`config.mk`:
```
export PLATFORM = sky130hd
export DESIGN_NAME = mxint8_unpack_fp32
export DESIGN_NICKNAME = d
export VERILOG_FILES = /design/src/rtl/mxint8_unpack_fp32.sv
export SDC_FILE = /design/constraint.sdc
export NUM_CORES = 1
export LEC_CHECK = 0
export CAP_MARGIN = 20
export CELL_PAD_IN_SITES_DETAIL_PLACEMENT = 1
export CELL_PAD_IN_SITES_GLOBAL_PLACEMENT = 2
export CORE_MARGIN = 10
export CORE_UTILIZATION = 34
export CTS_BUF_LIST = sky130_fd_sc_hd__clkbuf_16
export CTS_CLUSTER_SIZE = 25
export DETAILED_ROUTE_END_ITERATION = 16
export PLACE_DENSITY = 0.83
export SLEW_MARGIN = 10
export SYNTH_ARGS = -nofsm -noshare
export SYNTH_HDL_FRONTEND = slang
export SYNTH_SLANG_ARGS = --single-unit
```
`constraint.sdc`:
```
create_clock -name clk -period 11.2 [get_ports clk]
set_clock_uncertainty 0.2 [all_clocks]
set_input_delay 2.24 -clock clk [delete_from_list [all_inputs] [get_ports clk]]
set_output_delay 2.24 -clock clk [all_outputs]
set_load 0.005 [all_outputs]
```
`src/rtl/mxint8_unpack_fp32.sv`:
```
// Dequantizes one MXINT8 block (E8M0 scale + BLOCK_SIZE int8 elements) and
// streams it out as BLOCK_SIZE IEEE-754 binary32 words in index order.
module mxint8_unpack_fp32 #(
   parameter int unsigned BLOCK_SIZE           = 32,
   parameter int unsigned SCALE_WIDTH          = 8,
   parameter int unsigned MXINT8_ELEMENT_WIDTH = 8,
   parameter int unsigned FLOAT32_WIDTH        = 32
) (
   input  logic                                       clk,
   input  logic                                       rst_n,
   input  logic                                       i_blk_valid,
   output logic                                       o_blk_ready,
   input  logic [SCALE_WIDTH-1:0]                     i_scale,
   input  logic [BLOCK_SIZE*MXINT8_ELEMENT_WIDTH-1:0] i_mxint8_elements,
   output logic                                       o_elem_valid,
   input  logic                                       i_elem_ready,
   output logic [FLOAT32_WIDTH-1:0]                   o_float32,
   output logic [$clog2(BLOCK_SIZE)-1:0]              o_index,
   output logic                                       o_last,
   output logic                                       o_overflow
);

   localparam int unsigned IDX_W = $clog2(BLOCK_SIZE);
   localparam logic [IDX_W-1:0] LAST_IDX = IDX_W'(BLOCK_SIZE - 1);

   typedef enum logic {
      S_IDLE,
      S_STREAM
   } state_e;

   state_e                                     state_q, state_d;
   logic [SCALE_WIDTH-1:0]                     scale_q, scale_d;
   logic [BLOCK_SIZE*MXINT8_ELEMENT_WIDTH-1:0] elems_q, elems_d;
   logic [IDX_W-1:0]                           index_q, index_d;

   logic [7:0]        elem;
   logic [7:0]        mag;
   logic [2:0]        lead;
   logic signed [9:0] exp_s;
   logic [22:0]       mag_w;
   logic [22:0]       frac_norm;
   logic [22:0]       frac_sub;

   always_ff @(posedge clk or negedge rst_n) begin
      if (!rst_n) begin
         state_q <= S_IDLE;
         scale_q <= '0;
         elems_q <= '0;
         index_q <= '0;
      end else begin
         state_q <= state_d;
         scale_q <= scale_d;
         elems_q <= elems_d;
         index_q <= index_d;
      end
   end

   always_comb begin
      state_d      = state_q;
      scale_d      = scale_q;
      elems_d      = elems_q;
      index_d      = index_q;
      o_blk_ready  = 1'b0;
      o_elem_valid = 1'b0;
      case (state_q)
         S_IDLE: begin
            o_blk_ready = 1'b1;
            if (i_blk_valid) begin
               scale_d = i_scale;
               elems_d = i_mxint8_elements;
               index_d = '0;
               state_d = S_STREAM;
            end
         end
         S_STREAM: begin
            o_elem_valid = 1'b1;
            if (i_elem_ready) begin
               if (index_q == LAST_IDX) begin
                  index_d = '0;
                  state_d = S_IDLE;
               end else begin
                  index_d = index_q + 1'b1;
               end
            end
         end
         default: state_d = S_IDLE;
      endcase
   end

   always_comb begin
      o_index = index_q;
      o_last  = (state_q == S_STREAM) && (index_q == LAST_IDX);
   end

   // 8-bit unsigned magnitude is enough: 0 - 8'h80 wraps to 128.
   always_comb begin
      elem = elems_q[{index_q, 3'b000} +: 8];
      mag  = elem[7] ? (8'd0 - elem) : elem;
      lead = '0;
      for (int unsigned b = 0; b < 8; b++) begin
         if (mag[b]) lead = 3'(b);
      end
      exp_s     = $signed({2'b00, scale_q}) + $signed({7'b0000000, lead}) - 10'sd6;
      mag_w     = {15'b0, mag};
      // Shifting into a 23-bit field drops the hidden one off the top.
      frac_norm = mag_w << (5'd23 - {2'b00, lead});
      frac_sub  = mag_w << ({1'b0, scale_q} + 9'd16);
   end

   always_comb begin
      o_overflow = 1'b0;
      if (scale_q == 8'hFF) begin
         o_float32 = 32'h7FC0_0000;
      end else if (mag == 8'd0) begin
         o_float32 = '0;
      end else if (exp_s >= 10'sd255) begin
         o_float32  = {elem[7], 8'hFF, 23'd0};
         o_overflow = 1'b1;
      end else if (exp_s >= 10'sd1) begin
         o_float32 = {elem[7], exp_s[7:0], frac_norm};
      end else begin
         o_float32 = {elem[7], 8'h00, frac_sub};
      end
   end

endmodule

```
* Word level (Yosys, flattened, before mapping)
Cells that the tools add are included.
** Operators by class
- Add/subtract/negate cells :: 6
- Order comparisons :: 2
- Equality and inequality tests :: 4
- Shift operators :: 3
- Muxes and demuxes :: 25
- Bitwise logic cells :: 1
- Reduce and logical (&&, ||, !) cells :: 4
** Operators by type and width (number)
- $shiftx A256 B9 Y8 :: 1
- $mux W32 :: 2
- $mux W31 :: 2
- $shl A8 B5 Y23 :: 1
- $shl A8 B9 Y23 :: 1
- $mux W5 :: 3
- $mux W3 :: 4
- $ge A10 B2 Y1 const B :: 1
- $ge A10 B9 Y1 const B :: 1
- $pmux W5 S2 :: 1
- $sub A9 B3 Y10 const B :: 1
- $add A8 B3 Y9 :: 1
- $add A8 B5 Y9 const B :: 1
- $mux W1 :: 9
- $eq A8 B8 Y1 const B :: 1
- $logic_not A8 Y1 :: 1
- $mux W8 :: 1
- $sub A1 B8 Y8 const A :: 1
- $add A5 B1 Y5 const B :: 1
- $eq A5 B5 Y1 const B :: 1
- $sub A5 B3 Y5 const A :: 1
- $mux W2 :: 2
- $ne A2 B2 Y1 const B :: 2
- $reduce_and A2 Y1 :: 2
- 3 further kinds :: 3
** Word-level totals
- Flip-flop bits (word level) :: 270
- Output and inout bits :: 41

* Longest topological paths before layout
Gate-level depths: netlist of the first run.
- Depth after elaboration :: 17
- Depth in mapped cells :: 35
- Depth with buffers taken out :: 31

* Worst setup path after synthesis of the first run
No wires, ideal clock.
- Path type :: reg-to-output
- Start :: register index_q[0] (netlist: o_index[0])
- End :: output o_float32[11]
- Arrival time :: 6.664 ns
- Slack :: 2.096 ns
- Cell stages (with the launch flop) :: 28
- Buffers on the path :: 2
- Cell sequence :: dfrtp_1 buf_6 buf_6 nor2_1 a22oi_1 and4_1 a211o_1 clkinv_1 ha_1 and3_4 o2111ai_1 o221ai_1 nor2b_1 inv_1 ha_1 ha_1 a211oi_1 nor2_1 o31ai_1 a21oi_1 xnor2_1 o41ai_1 o31ai_1 a21oi_4 mux2_4 o31a_1 or3b_1 a21oi_1
** On the way
- Word-level cells in the longest chain between the ends :: 17
- Elaborated cells on any way between the ends :: 22
** Ends and longest elaborated chain
- from (decl) :: line 34 : logic [IDX_W-1:0] index_q, index_d;
- from (signal assigned) :: line 54 : index_q <= index_d;
- $shiftx A256 B9 Y8 * :: line 97 : elem = elems_q[{index_q, 3'b000} +: 8];
- $sub A1 B8 Y8 :: line 98 : mag = elem[7] ? (8'd0 - elem) : elem;
- $mux W8 * :: line 98
- $mux W1 :: line 101 : if (mag[b]) lead = 3'(b);
- $mux W2 (2 in series) :: line 101
- $mux W3 (4 in series) :: line 101
- $add A8 B3 Y9 :: line 103 : exp_s = $signed({2'b00, scale_q}) + $signed({7'b0000000, lead}) - 10'sd6;
- $sub A9 B3 Y10 :: line 103
- $ge A10 B2 Y1 :: line 119 : end else if (exp_s >= 10'sd1) begin
- $mux W31 :: line 119
- $mux W31 :: line 116 : end else if (exp_s >= 10'sd255) begin
- $mux W32 * :: line 114 : end else if (mag == 8'd0) begin
- $mux W32 * :: line 112 : if (scale_q == 8'hFF) begin
- to (decl) :: line 17 : output logic [FLOAT32_WIDTH-1:0] o_float32,
Mark *: on every way between the ends. The rest lies on a longest branch, timed or not.

* Final worst setup path of the first run
Ends and elaborated chain as after synthesis.

==> results of run 1 <==
[layout by cell type, fill, tap and decap left out, drive strengths merged, types with 3 or more instances in the layout]
cell type / synthesis / layout
nor3b: 4 / 4
mux2: 262 / 262
nor2: 37 / 37
diode: 0 / 10
o22ai: 16 / 16
o22a: 6 / 6
or2: 5 / 5
a22o: 5 / 5
mux4: 28 / 28
o21a: 5 / 5
nor2b: 10 / 10
and3: 9 / 9
o31ai: 4 / 4
clkbuf: 35 / 31
xnor2: 9 / 9
a22oi: 32 / 32
a31oi: 7 / 7
or3: 7 / 7
nor4: 3 / 3
buf: 35 / 21
clkdlybuf4s50: 0 / 307
nand2b: 5 / 5
a21oi: 34 / 34
dfrtp: 270 / 270
nor3: 6 / 6
a211oi: 8 / 8
ha: 18 / 18
mux2i: 83 / 83
inv: 18 / 24
clkinv: 2 / 21
and4: 3 / 3
nand3: 21 / 21
and2: 6 / 6
o21ai: 22 / 22
nand4: 8 / 8
o221ai: 5 / 5
nand2: 59 / 59
[routing by layer]
metal,GRT usage,part of all wire,up-vias
met5,0,0.0032,-
met4,0.0360,0.017,24
met2,0.311,0.50,287
met1,0.211,0.40,5269
li1,-,-,4700
met3,0.0659,0.079,73
[cell type report]
type / count / area, um^2 / area share
tap: 532 / 666 / 0.0356
inverter: 20 / 75.1 / 0.00401
antenna: 10 / 25.0 / 0.00134
clock inverter: 27 / 174 / 0.00929
timing repair buffer: 328 / 3340 / 0.179
sequential: 270 / 6770 / 0.362
multi-input combinational: 749 / 6890 / 0.368
clock buffer: 31 / 776 / 0.0414
[logic make-up after synthesis]
group           Yosys count
flops                   270
buf+inv                  90
simple gates            188
fa+ha+maj                19
mux                     373
xor+xnor                  9
compound gates          160
[registers in the layout, indices dropped and copies added, names as in the netlist]
register / flops
scale_q: 8
state_q: 1
o_index: 5
elems_q: 256
[synthesized netlist by cell type, types with 10 or more instances]
cell type  instances  area, um^2
buf_1             13        48.8
o21ai_0           17        85.1
ha_1              18         225
clkbuf_1          35         131
mux4_2            25         563
mux2_2           260        2930
nand3_1           21         105
dfrtp_1          270        6760
inv_1             18        67.6
a22oi_1           32         240
o22ai_1           16         100
nand2_1           59         221
a21oi_1           30         150
mux2i_1           83         831
nor2b_1           10        62.6
nor2_1            37         139
[worst max path at each step]
stage | from | endpoint | slack, ns | cells after the start
3_3_place_gp | o_index[0] | o_float32[11] | 0.84 | 26
6_report | o_index[0] | o_float32[11] | 0.53 | 26
4_1_cts | o_index[2] | o_float32[11] | 0.04 | 26
2_1_floorplan | o_index[0] | o_float32[11] | 2.10 | 27
3_5_place_dp | o_index[0] | o_float32[11] | 0.59 | 26
5_1_grt | o_index[0] | o_float32[11] | 0.02 | 26
[power breakdown]
group	total (mW)	internal, mW	switching, mW
Sequential	1.79	1.45	0.334
Clock	0.954	0.545	0.410
Combinational	4.30	2.06	2.24
Total	7.04	4.06	2.98
[repair_timing]
action	in CTS	in global routing
pin swaps	0	1
setup buffers	0	7
setup endpoints to repair	4	23
gates resized for setup	1	16
cloned	0	0
==> impl_results.md, run 1 <==
* Max stage delay on crit path at 0.63 ns
* WP buf/inv at 3
* XOR/XNOR share of the synthesized area at 0.00561
* Rows at 74
* Synth Register Bits at 270
* Root Buffer: clkbuf_16
* Final hold vios at 0
* Routed vias at slightly above 10000
* Reg2reg end: elems_q[202]
* Core area at 40800 um^2
* Number of synthesized flops with an enable pin at 0
* GRT Util Overall at 0.181
* Crit Path Max Fanout at 24
* Hold WC Path Type: flop to flop
* I/O pin count at 309
* Max-cap violations at 0
* Final Net Count at ~1700
* Mux contribution to synthesized area at 0.316
* Post-DRT Antenna Nets at 0
* Die Footprint at roughly 50000 um^2
* Final setup fails at 0
* Syn Inst Count at about 1100
* Final Util at 0.458
* Setup slack, reg-to-reg at between 8 and 9 ns
* Number of buffers created by CTS at 31
* Max transition margin at 0.270
* P per Cell Area at 376 nW/um^2
* Deepest clock path buffer count at 3
* Fmax at 93.7 MHz
* Final max-slew violation count at 0
* CP required at 8.76 ns
* Ys async rst share at 1.00
* Worst Hold Depth at 1
* Slowest cell on crit path: o41a_2
* H-Tree Level Count at 1
* I/O Buffers at slightly above 300
* # DRC at 0
* RSZ-0062 raised after global routing: no
* Post-synthesis sequential area ratio at 0.481
* Hold_sp: elems_q[119]
* Ys flop type: dfrtp_1
* Global-route wire length before repair at 70000 um
* Minimum clock period at between 10 and 15 ns
* Cell count after placement at approximately 1900
* Placed Area at 17600 um^2
* VDD IR-drop max at 0.255 mV
* Die Y-Extent at 223 um
* Critical path launch point type: flop
* Initial Util at 0.344
* Fin cells at 1967
* CP delay by family, top: compound AO/OA/AOI/OAI gates
* WHS at 0.301 ns
* Status: complete, no violations
* Number of global-route vias before repair at 11400
* DR pass1 iterations at 4
* Worst-Margin Slew at 1.09 ns
* Ys Warns at 0
* Final period util at 0.953
* CTS tree: yes
* CTS Sinks at 270
* Total power at between 7 and 8 mW
* PnR worst setup slack at 0.530 ns
* Compound-Gate Fraction of Synth Area at 0.0797
* Dpl ws at about 0.59 ns
* P_leak at 7.76 nW
* Setup crit end kind: output port
* Synthesis-to-layout area growth at 33.3%
* RD Place Congestion at about 0.88
* Syn Area/Cell at 12.7 um^2
* Detailed Place HPWL at 35700 um
* Cell mode on critical path: ha_1
* Layout cells sized above 1 at 0.267
* Synth Area in Simple Gates at 0.0682
* Hold_buf cts at 0
* Library cells used by synthesis at 70
* Critical path class: flop to output port
* Insertion delay of the later-clocked pin in the worst-skew pair at 0.59 ns
* Final setup TNS at 0 ns
* Fill cells at 4223
* Reg clk slew, reported paths at 0.06 ns
* Synthesized Nets at 1396
* Finished Cell Area at 18700 um^2
* GRT overflow at 0
* Wire length per cell at between 20 and 25 um
* Cell Area, Synth at roughly 14000 um^2
* Synth Area in Adders at 0.0175
* Vias per cell at 5.26
* Hold endpoint: elems_q[119]
* Arrival time worst endpoint at just over 8 ns
* Starting DRT DRC Count at between 500 and 600
* R2R Path Start: state_q
* Worst Reg-to-Reg Cells at 3
* Routed WL at 47100 um
* Antenna violations before repair at 23
* Die Wd at about 220 um
* Largest family of logic cells by synthesized area: multiplexers
* Largest net degree at the start of global routing at 170
(Power assumes the default switching activity.)
==> run 2, diff against run 1 <==
--- a/config.mk
+++ b/config.mk
@@ -11,9 +11,9 @@
 export CORE_MARGIN = 10
 export CORE_UTILIZATION = 34
 export CTS_BUF_LIST = sky130_fd_sc_hd__clkbuf_16
-export CTS_CLUSTER_SIZE = 25
 export DETAILED_ROUTE_END_ITERATION = 16
 export PLACE_DENSITY = 0.83
+export SKIP_CTS_REPAIR_TIMING = 1
 export SLEW_MARGIN = 10
 export SYNTH_ARGS = -nofsm -noshare
 export SYNTH_HDL_FRONTEND = slang
==> impl_results.md, run 2 (synthesis results as in run 1) <==
* Status: complete, no violations
* Critical path class: flop to output port
* Reg clk slew, reported paths at 0.06 ns (about the same)
* CP required at 8.76 ns (about the same)
* Insertion delay of the later-clocked pin in the worst-skew pair at 0.59 ns (about the same)
* Root Buffer: clkbuf_16
* Deepest clock path buffer count at 3 (unchanged)
* P per Cell Area at 376 nW/um^2 (about the same)
* Final Net Count at 1687 (unchanged)
* Hold WC Path Type: flop to flop
* Synthesis-to-layout area growth at 33.3% (unchanged)
* Most frequent cells in the layout: clkdlybuf4s50_1 (307), dfrtp_1 (266), mux2_2 (260)
* Seq pwr share at 0.254 (about the same)
* Vias per cell at 5.25 (-0.24%)
* Internal power at 4.06 mW (about the same)
* GRT Util Overall at 0.181 (unchanged)
* Final period util at 0.953 (about the same)
* Cell mode on critical path: ha_1
* Combinational power share at 0.610 (about the same)
* Number of buffers created by CTS at 31 (unchanged)
* Setup crit end kind: output port
* Die Footprint at 49800 um^2 (unchanged)
* Final setup fails at 0 (unchanged)
* Starting DRT DRC Count at 591 (+0.17%)
* CTS tree: yes
* PnR worst setup slack at 0.529 ns (-0.00102 ns)
* Routed vias at 10300 (-0.24%)
* Minimum clock period at 10.67 ns (+0.00102 ns)
* Arrival time worst endpoint at 8.23 ns (about the same)
* Global-route wire length before repair at 70100 um (about the same)
* Layout cells sized above 1 at 0.267 (unchanged)
* Core area at 40800 um^2 (unchanged)
* Register area at 6770 um^2 (unchanged)
* Setup slack, reg-to-reg at 8.14 ns (-0.03 ns)
* Dpl ws at 0.590 ns (unchanged)
* Max transition margin at 0.227 (-0.0435)
* DR pass1 iterations at 5 (+1)
* GRT overflow at 0 (unchanged)
* I/O Buffers at 308 (unchanged)
* R2R Path Start: state_q
* # DRC at 0 (unchanged)
* P_leak at 7.76 nW (unchanged)
* Total power at 7.03 mW (about the same)
* Fmax at 93.7 MHz (about the same)
* Biggest register: elems_q
* RSZ-0062 raised after global routing: no
* Net Sw Power at 2.98 mW (-0.23%)
* Final max-slew violation count at 0 (unchanged)
* Worst Hold Depth at 1 (unchanged)
* Finished Cell Area at 18700 um^2 (unchanged)
* Largest net degree at the start of global routing at 170 (unchanged)
* Most common cell after layout, fill and taps aside: clkdlybuf4s50_1
* I/O pin count at 309 (unchanged)
* H-Tree Level Count at 1 (unchanged)
* Routed WL at 47000 um (-0.13%)
* Die Y-Extent at 223 um (unchanged)
* Detailed Place HPWL at 35700 um (unchanged)
* Max stage delay on crit path at 0.63 ns (about the same)
* Critical path launch point type: flop
* Final hold vios at 0 (unchanged)
* Placed Area at 17600 um^2 (unchanged)
* Initial Util at 0.344 (unchanged)
* Worst Reg-to-Reg Cells at 3 (unchanged)
* Number of global-route vias before repair at 11400 (unchanged)
* CTS Sinks at 270 (unchanged)
* Max-cap violations at 0 (unchanged)
* Sw Ratio at 0.423 (-0.000570)
* Post-DRT Antenna Nets at 0 (unchanged)
* Worst-Margin Slew at 1.16 ns (+0.0653 ns)
* Clk pwr share at 0.136 (about the same)
* Hold_sp: elems_q[119]
* Wire length per cell at 23.9 um (-0.13%)
* RD Place Congestion at 0.880 (unchanged)
* Reg2reg end: elems_q[202]
* Fill cells at 4223 (unchanged)
* VDD IR-drop max at 0.255 mV (-0.10%)
* Antenna violations before repair at 23 (unchanged)
* Cell count after placement at 1891 (unchanged)
* Multi-input gate area at 6890 um^2 (unchanged)
* Hold endpoint: elems_q[119]
* Die Wd at 223 um (unchanged)
* Rows at 74 (unchanged)
* Max FFs per register at 256 (unchanged)
* Slowest cell on crit path: o41a_2
* Fin cells at 1967 (unchanged)
* Crit Path Max Fanout at 24 (unchanged)
* Final Util at 0.458 (unchanged)
## run 2: cell counts in the layout (fill, tap and decap cells not counted)
Identical to the previous run, type by type.
## run 2: cell type report
| cell class | count | share of cell area |
|---|---|---|
| clock inverters | 27 | 0.00929 |
| clock buffers | 31 | 0.0414 |
| flip-flops and latches | 270 | 0.362 |
| well taps | 532 | 0.0356 |
| inverters | 20 | 0.00401 |
| diodes | 10 | 0.00134 |
| multi-input cells | 749 | 0.368 |
| repair buffers | 328 | 0.179 |
## run 2: power groups by stage
stage                     Clock, mW  Sequential (mW)  Combinational [mW]
final                         0.954             1.79                4.29
after global routing           1.03             1.85                4.69
after CTS                     0.979             1.81                4.15
after floorplan                   0             1.64                2.87
after global placement            0             1.80                4.02
after detailed placement          0             1.82                4.12
## run 2: how the worst max path moves through the flow
stage	slack [ns]	depth (start not counted)	startpoint	end
floorplan	2.10	27	o_index[0]	o_float32[11]
CTS	-0.05	26	o_index[0]	o_float32[11]
detailed placement	0.59	26	o_index[0]	o_float32[11]
global placement	0.84	26	o_index[0]	o_float32[11]
finish	0.53	26	o_index[0]	o_float32[11]
global route	0.02	26	o_index[0]	o_float32[11]
## run 2: per-stage QoR
stage	hold slack (ns)	TNS, ns
final	0.301	0
after global routing	0.317	0
after CTS	0.305	-0.0971
after detailed placement	0.291	0
after global placement	0.284	0
after floorplan	0.272	0
## run 2: per-layer routing
| layer | GRT usage | share of wire | up-vias |
|---|---|---|---|
| li1 | - | - | 4701 |
| met1 | 0.211 | 0.40 | 5247 |
| met2 | 0.312 | 0.50 | 286 |
| met3 | 0.0659 | 0.082 | 70 |
| met4 | 0.0353 | 0.017 | 24 |
| met5 | 0 | 0.0032 | - |
## run 2: worst max-delay path, delay by kind of cell, from the launching register on
family,cells,cell delay [ns]
fa+ha+maj,3,0.93
xor+xnor,1,0.18
simple gates,7,1.91
compound gates,11,2.87
flops,1,0.61
mux,1,0.33
buf+inv,3,0.79
